File: src/rtl/fir_coeff_loader.sv
// rtl/fir_coeff_loader.sv - coefficient-update sequencer for the FIR coefficient RAM
// Streams NUM_TAP coefficients into RAM addresses 0..NUM_TAP-1 under one update-flag window.
module fir_coeff_loader #(
  parameter int NUM_TAP = 33,
  parameter int DATA_W  = 16,
  parameter int ADDR_W  = 6
) (
  input  logic              iClk_12M,
  input  logic              iRst,
  input  logic              iLoadStart,
  input  logic              iAbort,
  input  logic              iCoeffValid,
  input  logic [DATA_W-1:0] iCoeff,
  output logic              oCoeffReady,
  output logic              oCoeffiUpdateFlag,
  output logic              oCsnRam,
  output logic              oWrnRam,
  output logic [ADDR_W-1:0] oAddrRam,
  output logic [DATA_W-1:0] oWrDtRam,
  output logic              oBusy,
  output logic              oDone,
  output logic              oAbortFlag
);

  typedef enum logic [2:0] {IDLE, ARM, WRITE, FLUSH, DONE} state_t;

  localparam logic [ADDR_W-1:0] LAST_ADDR = ADDR_W'(NUM_TAP - 1);

  state_t              state_q, state_d;
  logic [ADDR_W-1:0]   cnt_q, cnt_d;
  logic                flag_q, flag_d;
  logic                csn_q, csn_d;
  logic                wrn_q, wrn_d;
  logic [ADDR_W-1:0]   addr_q, addr_d;
  logic [DATA_W-1:0]   wdata_q, wdata_d;
  logic                done_q, done_d;
  logic                abort_flag_q, abort_flag_d;
  logic                handshake;

  assign oCoeffReady = (state_q == WRITE);
  assign handshake   = iCoeffValid & oCoeffReady;

  always_comb begin
    state_d      = state_q;
    cnt_d        = cnt_q;
    flag_d       = flag_q;
    csn_d        = 1'b1;
    wrn_d        = 1'b1;
    addr_d       = addr_q;
    wdata_d      = wdata_q;
    done_d       = 1'b0;
    abort_flag_d = 1'b0;
    case (state_q)
      IDLE: begin
        if (iLoadStart) begin
          state_d = ARM;
          cnt_d   = '0;
          flag_d  = 1'b1;
        end
      end
      ARM: begin
        if (iAbort) begin
          state_d      = IDLE;
          flag_d       = 1'b0;
          abort_flag_d = 1'b1;
        end else begin
          state_d = WRITE;
        end
      end
      WRITE: begin
        // Abort wins over a same-cycle handshake: the word is never written.
        if (iAbort) begin
          state_d      = IDLE;
          flag_d       = 1'b0;
          abort_flag_d = 1'b1;
        end else if (handshake) begin
          csn_d   = 1'b0;
          wrn_d   = 1'b0;
          addr_d  = cnt_q;
          wdata_d = iCoeff;
          if (cnt_q == LAST_ADDR) begin
            state_d = FLUSH;
          end else begin
            cnt_d = cnt_q + 1'b1;
          end
        end
      end
      FLUSH: begin
        state_d = DONE;
        flag_d  = 1'b0;
        done_d  = 1'b1;
      end
      DONE: begin
        state_d = IDLE;
      end
      default: begin
        state_d = IDLE;
        flag_d  = 1'b0;
      end
    endcase
  end

  always_ff @(posedge iClk_12M) begin
    if (iRst) begin
      state_q      <= IDLE;
      cnt_q        <= '0;
      flag_q       <= 1'b0;
      csn_q        <= 1'b1;
      wrn_q        <= 1'b1;
      addr_q       <= '0;
      wdata_q      <= '0;
      done_q       <= 1'b0;
      abort_flag_q <= 1'b0;
    end else begin
      state_q      <= state_d;
      cnt_q        <= cnt_d;
      flag_q       <= flag_d;
      csn_q        <= csn_d;
      wrn_q        <= wrn_d;
      addr_q       <= addr_d;
      wdata_q      <= wdata_d;
      done_q       <= done_d;
      abort_flag_q <= abort_flag_d;
    end
  end

  assign oCoeffiUpdateFlag = flag_q;
  assign oCsnRam           = csn_q;
  assign oWrnRam           = wrn_q;
  assign oAddrRam          = addr_q;
  assign oWrDtRam          = wdata_q;
  assign oBusy             = (state_q != IDLE);
  assign oDone             = done_q;
  assign oAbortFlag        = abort_flag_q;

endmodule

File: config.mk
export PLATFORM = sky130hd
export DESIGN_NAME = fir_coeff_loader
export DESIGN_NICKNAME = d
export VERILOG_FILES = /design/src/rtl/fir_coeff_loader.sv
export SDC_FILE = /design/constraint.sdc
export NUM_CORES = 1
export LEC_CHECK = 0
export CORE_MARGIN = 2
export CORE_UTILIZATION = 41
export DETAILED_ROUTE_END_ITERATION = 6
export MAX_ROUTING_LAYER = met4
export PLACE_DENSITY = 0.82
export SLEW_MARGIN = 40
export SYNTH_ARGS = -nofsm -noshare
export SYNTH_HDL_FRONTEND = slang
export SYNTH_SLANG_ARGS = --single-unit
File: constraint.sdc
create_clock -name iClk_12M -period 1.5 [get_ports iClk_12M]
set_input_delay 0.15 -clock iClk_12M [delete_from_list [all_inputs] [get_ports iClk_12M]]
set_output_delay 0.15 -clock iClk_12M [all_outputs]
set_load 0.03 [all_outputs]
==> impl_metrics.csv, run 1 <==
group,metric,value,unit
floorplanning,die_area,4380,um2
place,dp.final_hpwl,2.31,mm
worst_setup_path,setup.worst_path.end,"oCoeffReady",
global_routing,grt.overflow.total,0,
global_routing,grt_pass1_wl,5.58,mm
clock_network,clockBufferDepth,2,
worst_setup_path,path_class,"reg2out",
final_layout,fin_util,65.0,%
floorplanning,coreArea,3690,um2
drt,ant_nets,0,
yosys,ys_ff_latch,35,
worst_setup_path,cp_cell_sequence,"buf_4, nor3b_4, buf_6, buf_4",
yosys,synth_nets,192,
place,place_congestion,0.784,
run,drv_cap,0,
sta,finalCritPeriodShare,97.9,%
sta,maxSlewViolCount,0,
yosys,syn_inst,169,
final_layout,final_common_cell,"clkdlybuf4s50_1",
yosys,ys_types,36,
final_layout,n_antenna_cell,0,
worst_setup_path,arrival,1320,ps
drt,route.vias.total,1353,
yosys,ys_seq_area_share,44.2,%
global_routing,grt_max_degree,28,
yosys,postSynthAreaPerCell,9.38,um2
hold_path,hp-class,"in2reg",
clock_network,cts-hold-fix-buffers,0,
drt,drt_iter0_markers,62,
final_layout,area_delta_synth_final,51.3,%
clock_network,clk_latency,290,ps
floorplanning,initial_core_util,43.0,%
worst_setup_path,crit_start,"state_q[0]",
final_layout,final_cell_mix,"clkdlybuf4s50_1 (46), dfxtp_1 (32), nand2_1 (29)",
sta,finClkSkew,6.51,ps
yosys,synth_area,1590,um2
yosys,synth-edff-count,0,
pwr,power_leakage,0.000854,uW
drt,avgRoutedWirePerCell,12.2,um
worst_setup_path,path_common_cell,"buf_4",
sta,min_period,1470,ps
clock_network,cts_buffers,5,
clock_network,clkTransAtPathRegs,70,ps
drt,dr.pass1.iters,4,
clock_network,clockRootBuffer,"clkbuf_8",
drt,via_per_inst,4.80,
worst_setup_path,startpoint_type,"register",
global_routing,antenna_found_initial,0,
worst_setup_path,worst_ep_required_time,1350,ps
drt,wirelength,3.45,mm
floorplanning,die_x,66.2,um
sta,max_slew_margin,73.3,%
sta,tightest_slew,401,ps
status,status,"finished clean",
worst_setup_path,r2r_start,"state_q[0]",
floorplanning,die_h,66.2,um
worst_setup_path,rr_endpoint,"cnt_q[5]",
final_layout,drive_gt1_share,35.0,%
global_routing,grt.total_usage,17.2,%
clock_network,cts_tree,"done",
floorplanning,rows,22,
floorplanning,num_io_pins,50,
pwr,power_density,898,nW/um2
global_routing,first_global_vias,1266,
worst_setup_path,cp_slowest_cell,"dfxtp_2",
sta,finalSetupViolCount,0,
final_layout,final_nets,256,
sta,final_hold_viol_count,0,
worst_setup_path,max_stage_delay,350,ps
yosys,yosysWarnings,0,
worst_setup_path,rrSetupSlack,30,ps
worst_setup_path,cp-end-kind,"output pin",
worst_setup_path,critPathMaxFanout,5,
worst_setup_path,rr_worst_depth,6,
place,io_buffers,49,
drt,drc,0,
clock_network,cts_sinks,35,
yosys,synthArstFlopShare,0,%
sta,fmaxAchievable,0.681,GHz
clock_network,htreeDepth,2,
yosys,synthFlopType,"dfxtp_1",
pwr,peakVddDrop,0.575,mV
sta,holdWs,423,ps
==> per-layer routing <==
metal  global-route usage (%)  vias up  part of all wire [%]
met3                     4.60        4                   5.6
met4                     6.89        0                   1.6
li1                         -      695                     -
met1                     20.9      616                    46
met2                     27.0       38                    47
met5                        -        -                     0
==> synth_stat cells, types with 2 or more instances <==
cell / number / area share, %
nand2_1: 29 / 6.9
nor3_1: 3 / 0.95
inv_1: 5 / 1.2
dfxtp_1: 35 / 44
a21oi_2: 20 / 11
nor2_1: 4 / 0.95
o21ai_0: 3 / 0.95
nand2_2: 20 / 7.9
o22a_1: 3 / 1.7
nand3_1: 3 / 0.95
and3_1: 4 / 1.6
ha_1: 2 / 1.6
nand2b_1: 2 / 0.79
nor2b_1: 2 / 0.79
buf_12: 2 / 2.5
buf_4: 2 / 0.95
clkbuf_1: 3 / 0.71
o211ai_2: 2 / 1.6
buf_2: 3 / 0.95
a21oi_1: 5 / 1.6
a31oi_1: 2 / 0.79
==> worst min path at each step <==
stage,cells past startpoint,slack [ps],endpoint,from
after floorplan,2,260,oWrnRam,iRst
after global placement,2,440,oAddrRam[2],oAddrRam[2]
after detailed placement,2,450,oAddrRam[1],oAddrRam[1]
after CTS,3,420,oWrDtRam[1],iCoeff[1]
after global routing,3,420,oWrDtRam[7],iCoeff[7]
final,3,420,oWrDtRam[14],iCoeff[14]
==> state kept, by name, indices dropped and copies added (netlist names) <==
name	cells
oCoeffiUpdateFlag	1
oWrDtRam	16
state_q	3
oDone	1
oWrnRam	1
oAbortFlag	1
cnt_q	6
oAddrRam	6
==> kinds of logic (layout without fill, tap and decap cells) <==
group / after synthesis / count (layout) / synth area share (%)
AND/OR/NAND/NOR: 76 / 77 / 26.8
AO/OA/AOI/OAI: 38 / 38 / 19.2
flip-flops: 35 / 35 / 44.2
buffers and inverters: 16 / 80 / 7.02
adder cells (fa/ha/maj): 3 / 3 / 2.21
XOR/XNOR: 1 / 1 / 0.553
==> layout make-up <==
| type | count | area [um2] |
|---|---|---|
| Clock buffer | 5 | 68.8 |
| Clock inverter | 3 | 67.6 |
| Fill cell | 321 | 1290 |
| Inverter | 5 | 18.8 |
| Multi-Input combinational cell | 119 | 836 |
| Sequential cell | 35 | 704 |
| Tap cell | 48 | 60.1 |
| Timing Repair Buffer | 67 | 643 |
==> worst max-delay path, delay by kind of cell, from the launching register on <==
family | cells | cell delay [ps]
buf+inv | 3 | 450
flops | 1 | 350
simple gates | 1 | 240
==> through the flow <==
step	cells	power (uW)	cell area, um2	worst slack, ps	TNS (ps)
finish	282	2150	2400	31.2	0
global route	282	2230	2400	-24.0	-40.8
CTS	279	2170	2330	-19.6	-24.2
detailed placement	271	1160	2170	-73.4	-1130
global placement	271	1160	2170	-27.2	-484
floorplan	169	1060	1600	-65.3	-451
==> power by group <==
part | total [uW] | switching (uW) | internal [uW]
registers | 947 | 7.94 | 939
clock network | 1000 | 338 | 663
logic | 207 | 95.6 | 111
total | 2150 | 441 | 1710
==> what timing repair did <==
item	in CTS	in global routing
setup buffers	0	2
pin swaps	5	4
gates cloned	0	1
resized for setup	5	11
setup endpoints to repair	24	31
Power figures use the tool's default switching activity.
==> run 2: changes to the inputs <==
CORE_UTILIZATION = 43   (was 41)
CTS_BUF_LIST = sky130_fd_sc_hd__clkbuf_2   (was not set)
PLACE_DENSITY = 0.85   (was 0.82)
==> impl_metrics.csv, run 2 (synthesis gave the netlist of run 1 again) <==
group,metric,value,unit
sta,min_period,1480,ps
floorplanning,num_io_pins,50,
floorplanning,rows,22,
drt,avgRoutedWirePerCell,12.6,um
clock_network,clkTransAtPathRegs,170,ps
final_layout,multiInputGateArea,830,um2
pwr,p_sw_share,26.4,%
sta,tightest_slew,438,ps
worst_setup_path,cp-end-kind,"output pin",
drt,dr.pass1.iters,4,
sta,holdWs,60.0,ps
clock_network,cts_sinks,35,
floorplanning,die_x,64.7,um
final_layout,drive_gt1_share,34.8,%
sta,maxSlewViolCount,0,
final_layout,ff_latch_area,706,um2
sta,max_slew_margin,70.8,%
worst_setup_path,critPathMaxFanout,6,
final_layout,final_nets,255,
worst_setup_path,path_class,"reg2out",
floorplanning,coreArea,3610,um2
pwr,power_leakage,0.000929,uW
final_layout,n_antenna_cell,0,
sta,final_hold_viol_count,0,
pwr,share_comb_of_total_power,12.8,%
pwr,peakVddDrop,0.444,mV
worst_setup_path,startpoint_type,"register",
floorplanning,die_h,64.7,um
final_layout,largest_reg_flops,16,
final_layout,final_cell_mix,"dfxtp_1 (31), nand2_1 (28), dlygate4sd2_1 (27)",
final_layout,fin_util,63.6,%
clock_network,cts_buffers,5,
global_routing,grt_pass1_wl,5.48,mm
place,dp.final_hpwl,2.21,mm
global_routing,grt.total_usage,17.5,%
final_layout,final_common_cell,"dfxtp_1",
sta,setup_slack,21.0,ps
drt,wirelength,3.54,mm
clock_network,htreeDepth,2,
floorplanning,die_area,4190,um2
clock_network,cts_tree,"done",
pwr,clkPwrFrac,26.8,%
final_layout,area_delta_synth_final,44.7,%
sta,fmaxAchievable,0.676,GHz
sta,finClkSkew,12.9,ps
clock_network,clockBufferDepth,2,
worst_setup_path,arrival,1330,ps
drt,drc,0,
place,place_congestion,0.888,
clock_network,clk_latency,380,ps
worst_setup_path,worst_ep_required_time,1350,ps
global_routing,grt_max_degree,23,
sta,rsz0062_at_grt,"true",
sta,finalSetupViolCount,0,
pwr,p_sw,413,uW
pwr,seqPwrFrac,60.4,%
drt,via_per_inst,4.78,
run,drv_cap,0,
pwr,power,1570,uW
drt,route.vias.total,1342,
pwr,internal_power,1150,uW
global_routing,first_global_vias,1256,
drt,drt_iter0_markers,77,
place,dp_slack,-90.2,ps
pwr,power_density,684,nW/um2
hold_path,hp-class,"in2reg",
global_routing,grt.overflow.total,0,
floorplanning,initial_core_util,44.0,%
sta,finalCritPeriodShare,98.6,%
final_layout,fill_cells,325,
drt,ant_nets,0,
clock_network,clockRootBuffer,"clkbuf_2",
global_routing,antenna_found_initial,0,
status,status,"finished clean",
place,io_buffers,49,
-- run 2: power by group through the flow --
| stage | clock network [uW] | registers (uW) | logic [uW] |
|---|---|---|---|
| 6_report | 420 | 946 | 201 |
| 5_1_grt | 478 | 948 | 215 |
| 4_1_cts | 428 | 946 | 192 |
| 3_5_place_dp | 0 | 966 | 191 |
| 3_3_place_gp | 0 | 965 | 190 |
| 2_1_floorplan | 0 | 979 | 81.7 |
-- run 2: through the flow --
stage	setup TNS, ps	instances	cell area [um2]
after global routing	-426	281	2290
after CTS	-28.0	278	2170
after floorplan	-451	169	1600
final	0	281	2290
after global placement	-930	267	2140
after detailed placement	-1750	267	2140
-- run 2: final timing paths --
path                                   from           to  slack [ps]  cells past startpoint
worst min-delay path                   iRst   state_q[0]          60                      2
worst min register to register  oAddrRam[2]  oAddrRam[2]         460                      2
worst max-delay path             state_q[2]  oCoeffReady          20                      4
worst max register to register   state_q[2]  oAddrRam[5]          40                      8
-- run 2: layout make-up --
type | instances | share of cell area [%]
Multi-Input combinational cell | 119 | 36.2
Timing Repair Buffer | 66 | 28.0
Sequential cell | 35 | 30.8
Clock inverter | 2 | 0.327
Tap cell | 48 | 2.62
Clock buffer | 6 | 1.31
Inverter | 5 | 0.818
-- run 2: metal layers --
metal,routed length [um],global-route usage [%]
met4,55,9.57
met3,180,4.34
met2,1640,28.7
met1,1660,19.5
met5,0,-
-- run 2: critical path, cell delays in order (launching register included) --
cell	delay, ps
dfxtp_2	360
buf_6	130
nor3b_4	190
buf_6	150
buf_6	130
-- run 2: repair_timing --
action                                  in CTS  in global routing
buffers inserted                             2                  0
pin swaps                                    2                  3
resized for setup                           32                 17
endpoints found under the setup margin      52                 29
gates cloned                                 1                  3
hold buffers                                 0                  0
==> patch 1: new RTL, config.mk and constraints of run 2 <==
The parameter `NUM_TAP` goes from 33 to 16.
--- a/src/rtl/fir_coeff_loader.sv
+++ b/src/rtl/fir_coeff_loader.sv
@@ -1,7 +1,7 @@
 // rtl/fir_coeff_loader.sv - coefficient-update sequencer for the FIR coefficient RAM
 // Streams NUM_TAP coefficients into RAM addresses 0..NUM_TAP-1 under one update-flag window.
 module fir_coeff_loader #(
-  parameter int NUM_TAP = 33,
+  parameter int NUM_TAP = 16,
   parameter int DATA_W  = 16,
   parameter int ADDR_W  = 6
 ) (
Check against the original RTL: same outputs for any inputs over 10 cycles, from zero or initial values and one cycle with iRst high; that may be too few to reach the edited logic, so the function may still have changed.
==> patch 1 against run 2 <==
Routed wire length fell by 11%; global-route usage rose by 0.79 points; area after synthesis fell by 13%; clock power rose by 1%; critical path depth fell by 1; fmax rose by 0.78%; sequential cell count did not move; count of clock-buffer cells in the layout rose by 1; design area fell by 11%; setup slack improved by 11 ps; hold slack improved by 230 ps; cell count fell by 3.9%; first-iteration DRC count fell by 45%; total power fell by 1.6%; largest cell class is now flip-flops and latches.
==> patch 1: results (changes against run 2) <==
run status completed; share of final layout cell area taken by non-clock buffers 0.298 (+0.0181); IR drop worst, VDD 0.415 mV (-6.6%); # fillers 280 (-14%); synth cell count leaders sky130_fd_sc_hd__nand2_1, sky130_fd_sc_hd__dfxtp_1, sky130_fd_sc_hd__a21oi_1, sky130_fd_sc_hd__a31oi_1; post-synthesis area per instance 8.56 um2 (-8.8%); Most used DFF post-synth sky130_fd_sc_hd__dfxtp_1; reg2reg end cnt_q[4]$_SDFFE_PP0P_; total global routing track utilization 0.183 (+0.00789); Worst Reg-to-Reg Cells 5 (-3); layout overhead on the synthesized area 47.8%; setup slack of the most critical reg-to-reg path 60 ps (+20 ps); half-perimeter wire length of the detailed placement result 2160 um (-2.2%); total of clock buffers placed in the layout 7 (+1); Hold Worst Slack 287 ps (+227 ps); crit-path max FO 4 (-2); Hold Path End oWrDtRam[14]$_SDFFE_PP0P_; Async SR Flop Fraction 0 (unchanged); normalized max-slew margin 0.781 (+0.0736); number of cells traversed by the worst hold path 3 (+1); Max clock buf depth 2 (unchanged); largest cells by area after synthesis sky130_fd_sc_hd__dfxtp_1, sky130_fd_sc_hd__nand2_1, sky130_fd_sc_hd__a21oi_1; xor-xnor portion of the synthesized cell area 0.00632 (+0.000793); setup slack after placement -43.5 ps (+46.7 ps); non-clock inverter instance count of the final layout 3 (-2); global placement routability congestion 0.801 (-9.8%); Non-CTS buffers 67 (+1.5%); vias in the first global route 1077 (-14%); clock-cell share of area 0.0195 (+0.00317); Synth cell types 32 (-11%); fraction of final layout cells sized beyond drive strength 1 0.181 (-0.166); area of the multi-input gates 627 um2 (-24%); launch instance of the worst min-delay path iCoeff[14]; fraction of area in registers 0.344 (+0.0366); share of the synthesized area in compound gates (AO/OA/AOI/OAI) 0.157 (-0.0348); adder and majority gate portion of the synthesized area 0.0162 (-0.00585); final setup margin 32.4 ps (+11.4 ps); instance area at placement 2000 um2 (-6.6%)
## patch 1: layer usage
layer,share of wire,global-route usage
met1,0.46,0.216
met2,0.45,0.276
met3,0.062,0.0618
met4,0.022,0.0932
met5,0,-
## patch 1: worst max path at each step
stage | depth (start not counted) | start | end
after floorplan | 6 | state_q[1]$_SDFFE_PP0P_ | oAddrRam[0]$_SDFFE_PP0P_
after global placement | 5 | iRst | cnt_q[3]$_SDFFE_PP0P_
after detailed placement | 6 | iCoeffValid | cnt_q[4]$_SDFFE_PP0P_
after CTS | 3 | state_q[2]$_SDFFE_PP0P_ | oCoeffReady
after global routing | 3 | state_q[2]$_SDFFE_PP0P_ | oCoeffReady
final | 3 | state_q[2]$_SDFFE_PP0P_ | oCoeffReady
## patch 1: worst max-delay path, stage by stage (launching register included)
cell	delay, ps
sky130_fd_sc_hd__dfxtp_2	370
sky130_fd_sc_hd__buf_6	130
sky130_fd_sc_hd__nor3b_4	270
sky130_fd_sc_hd__buf_6	170
## patch 1: kinds of logic after synthesis
group | after synthesis
buffers and inverters | 14
adders and majority gates | 2
AOI/OAI and AO/OA | 38
xor gates and xnor gates | 1
DFF | 35
and+or+nand+nor | 72
## patch 1: through the flow
step                 util  TNS (ps)  std cells
finish              0.671         0        270
floorplan               -         0        162
detailed placement  0.655     -87.3        261
CTS                 0.659         0        269
global route        0.671      -160        270
global placement    0.655         0        261
## patch 1: what timing repair did
item	CTS	global route
endpoints found under the setup margin	28	29
pin swaps	0	1
buffers inserted	0	1
gates resized for setup	32	8
## patch 1: power by group through the flow
stage	clock network, W	logic [W]	registers, W
detailed placement	0	0.000170	0.000968
floorplan	0	0.0000669	0.000978
global placement	0	0.000169	0.000968
finish	0.000424	0.000170	0.000949
global route	0.000471	0.000181	0.000951
CTS	0.000433	0.000165	0.000949
==> patch 2: new RTL, flow settings as in run 2 <==
Without the edit above. Take the reset off `addr_q` and load it in a clocked block of its own.
--- a/src/rtl/fir_coeff_loader.sv
+++ b/src/rtl/fir_coeff_loader.sv
@@ -107,7 +107,6 @@
       flag_q       <= 1'b0;
       csn_q        <= 1'b1;
       wrn_q        <= 1'b1;
-      addr_q       <= '0;
       wdata_q      <= '0;
       done_q       <= 1'b0;
       abort_flag_q <= 1'b0;
@@ -117,11 +116,14 @@
       flag_q       <= flag_d;
       csn_q        <= csn_d;
       wrn_q        <= wrn_d;
-      addr_q       <= addr_d;
       wdata_q      <= wdata_d;
       done_q       <= done_d;
       abort_flag_q <= abort_flag_d;
     end
+  end
+
+  always_ff @(posedge iClk_12M) begin
+    addr_q <= addr_d;
   end
 
   assign oCoeffiUpdateFlag = flag_q;
Behaviour: differs if iRst is asserted again (counterexample within 10 cycles, from zero or initial values and one cycle with iRst high); with iRst held inactive, the same outputs for 10 cycles.
==> patch 2 against run 2 <==
Sequential cell count stayed put; setup slack better by 31 ps; total power is 10% higher; utilization is 2.9 points higher; critical endpoint is now cnt_q[2]$_SDFFE_PP0P_; clock power is 39% higher; routed wire length is 9.1% lower; sequential power is 2.3% higher; highest routed layer unchanged; largest cell class is now flip-flops and latches; hold slack better by 260 ps; design area is 10% lower; non-clock buffer count is 4 lower; area after synthesis is 9.9% lower; via count is 8.6% lower.
==> patch 2: results (changes against run 2) <==
Max clock buf depth 2 (unchanged); total global routing track utilization 0.180 (+0.00519); family with the most delay on the worst path simple AND/OR/NAND/NOR gates; antenna violations before repair 0 (unchanged); crit-path max FO 5 (-1); worst setup path end cnt_q[2]$_SDFFE_PP0P_; leakage power 0.907 nW (-2.3%); met2 wire length 1700 um (+3.4%); setup slack of the most critical reg-to-reg path between 50 and 60 ps; final cell count without fillers 249 (-11%); Synth cell types 40 (+11%); library cell used as clock root buffer sky130_fd_sc_hd__clkbuf_2; post-route ant nets 0 (unchanged); first-pass GRT wire length 4850 um (-11%); count of buffers inserted at the top-level ports 49 (unchanged); Worst Reg-to-Reg Cells 6 (-2); worst reg2reg startpoint cnt_q[1]$_SDFFE_PP0P_; antenna cell count 0 (unchanged); Tightest Hold Check Type in -> reg; delay of the slowest cell on the worst path 400 ps (+40 ps); Worst-path clk slew between 150 and 200 ps; met1 WL 1250 um (-25%); Final TNS setup 0 ps (unchanged); synth cell count leaders sky130_fd_sc_hd__nand2_1, sky130_fd_sc_hd__dfxtp_1, sky130_fd_sc_hd__a21oi_1, sky130_fd_sc_hd__edfxtp_1, sky130_fd_sc_hd__nand3_1; register area share after synthesis 0.533 (+0.0909); Synthesis Warnings 0 (unchanged); pin count of the biggest net entering global routing 23 (unchanged); path type of the worst setup path reg -> reg; run status completed; Detailed Route Iter0 Violations 54 (-30%); placed cells 239 (-10%); met3 layer wire length in the routed design 263 um (+46%); cell at the slowest stage of the critical path sky130_fd_sc_hd__dfxtp_2; data arrival time at the worst-slack endpoint 1780 ps (+450 ps); half-perimeter wire length of the detailed placement result 2410 um (+9.0%); count of mapped cells out of synthesis 144 (-15%); nets 227 (-11%); normalized max-slew margin 0.789 (+0.0812); Syn Nets 167 (-13%); Top Metal Used met4; fraction of final layout cells sized beyond drive strength 1 0.200 (-0.148); post-DR wirelength/cell 12.9 um (+2.6%); IR drop worst, VDD 0.659 mV (+48%); worst-skew pair later-pin latency 360 ps (-20 ps); largest cells by area after synthesis sky130_fd_sc_hd__dfxtp_1, sky130_fd_sc_hd__edfxtp_1, sky130_fd_sc_hd__nand2_1; Async SR Flop Fraction 0 (unchanged); vias in the first global route 1132 (-9.9%); H-tree levels 2 (unchanged); number of vias per cell after detailed routing 4.93 (+3.2%); flip-flop count of the largest register, all copies and words added 16 (unchanged); total CTS buffers 5 (unchanged); global placement routability congestion 0.772 (-13%); Clock Skew 10.8 ps (-2.08 ps); iteration count of the initial detailed-routing pass 5 (+1); number of flops mapped to enable cells by yosys 6 (+6); instance area at placement 2000 um2 (-6.6%)
==> patch 2: layout make-up <==
type                       count  area [um2]
inverter                       4        15.0
multi-input combinational     96         589
tap                           44        55.1
sequential                    35         768
clock buffer                   5        25.0
fill                         269        1040
timing repair buffer          62         573
clock inverter                 3        38.8
==> patch 2: worst min path at each step <==
stage,start,cells past startpoint,endpoint
2_1_floorplan,iAbort,2,oWrnRam$_SDFF_PP1_
3_3_place_gp,oWrDtRam[9]$_SDFFE_PP0P_,2,oWrDtRam[9]$_SDFFE_PP0P_
3_5_place_dp,oWrDtRam[3]$_SDFFE_PP0P_,2,oWrDtRam[3]$_SDFFE_PP0P_
4_1_cts,iCoeff[5],3,oWrDtRam[5]$_SDFFE_PP0P_
5_1_grt,iCoeff[11],3,oWrDtRam[11]$_SDFFE_PP0P_
6_report,iCoeff[5],3,oWrDtRam[5]$_SDFFE_PP0P_
==> patch 2: worst min-delay path, delay by kind of cell <==
kind	cells	cell delay [ps]
buf+inv	1	400
simple gates	1	60
compound gates	1	50
==> patch 2: metal layers <==
metal,track usage,vias up
li1,-,613
met1,0.179,564
met2,0.334,48
met3,0.0609,2
met4,0.0456,0
met5,-,-
==> patch 2: per-stage QoR <==
stage | power [W] | util | hold slack, ps | setup slack [ps]
after floorplan | 0.00107 | - | 284 | 32.0
after global placement | 0.00116 | 0.644 | 443 | -37.4
after detailed placement | 0.00117 | 0.644 | 450 | -102
after CTS | 0.00174 | 0.653 | 293 | -24.1
after global routing | 0.00179 | 0.665 | 294 | -10.6
final | 0.00173 | 0.665 | 318 | 51.5
==> patch 2: kinds of logic (layout without fill, tap and decap cells) <==
family	Yosys count	count (layout)	synth area share
simple gates	63	63	0.250
flops	35	35	0.533
compound gates	29	29	0.128
buf+inv	13	74	0.0587
fa+ha+maj	3	3	0.0245
xor+xnor	1	1	0.00614
==> patch 2: what timing repair did <==
item / 4_1_cts / 5_1_grt
setup buffers: 0 / 2
endpoints found under the setup margin: 29 / 4
gates resized for setup: 34 / 8
hold buffers: 0 / 0
pin swaps: 0 / 1
==> patch 2: power by group <==
part / switching [W] / internal [W] / leakage, nW
logic: 0.0000815 / 0.0000952 / 0.575
registers: 0.00000515 / 0.000962 / 0.292
clock network: 0.000308 / 0.000275 / 0.0404
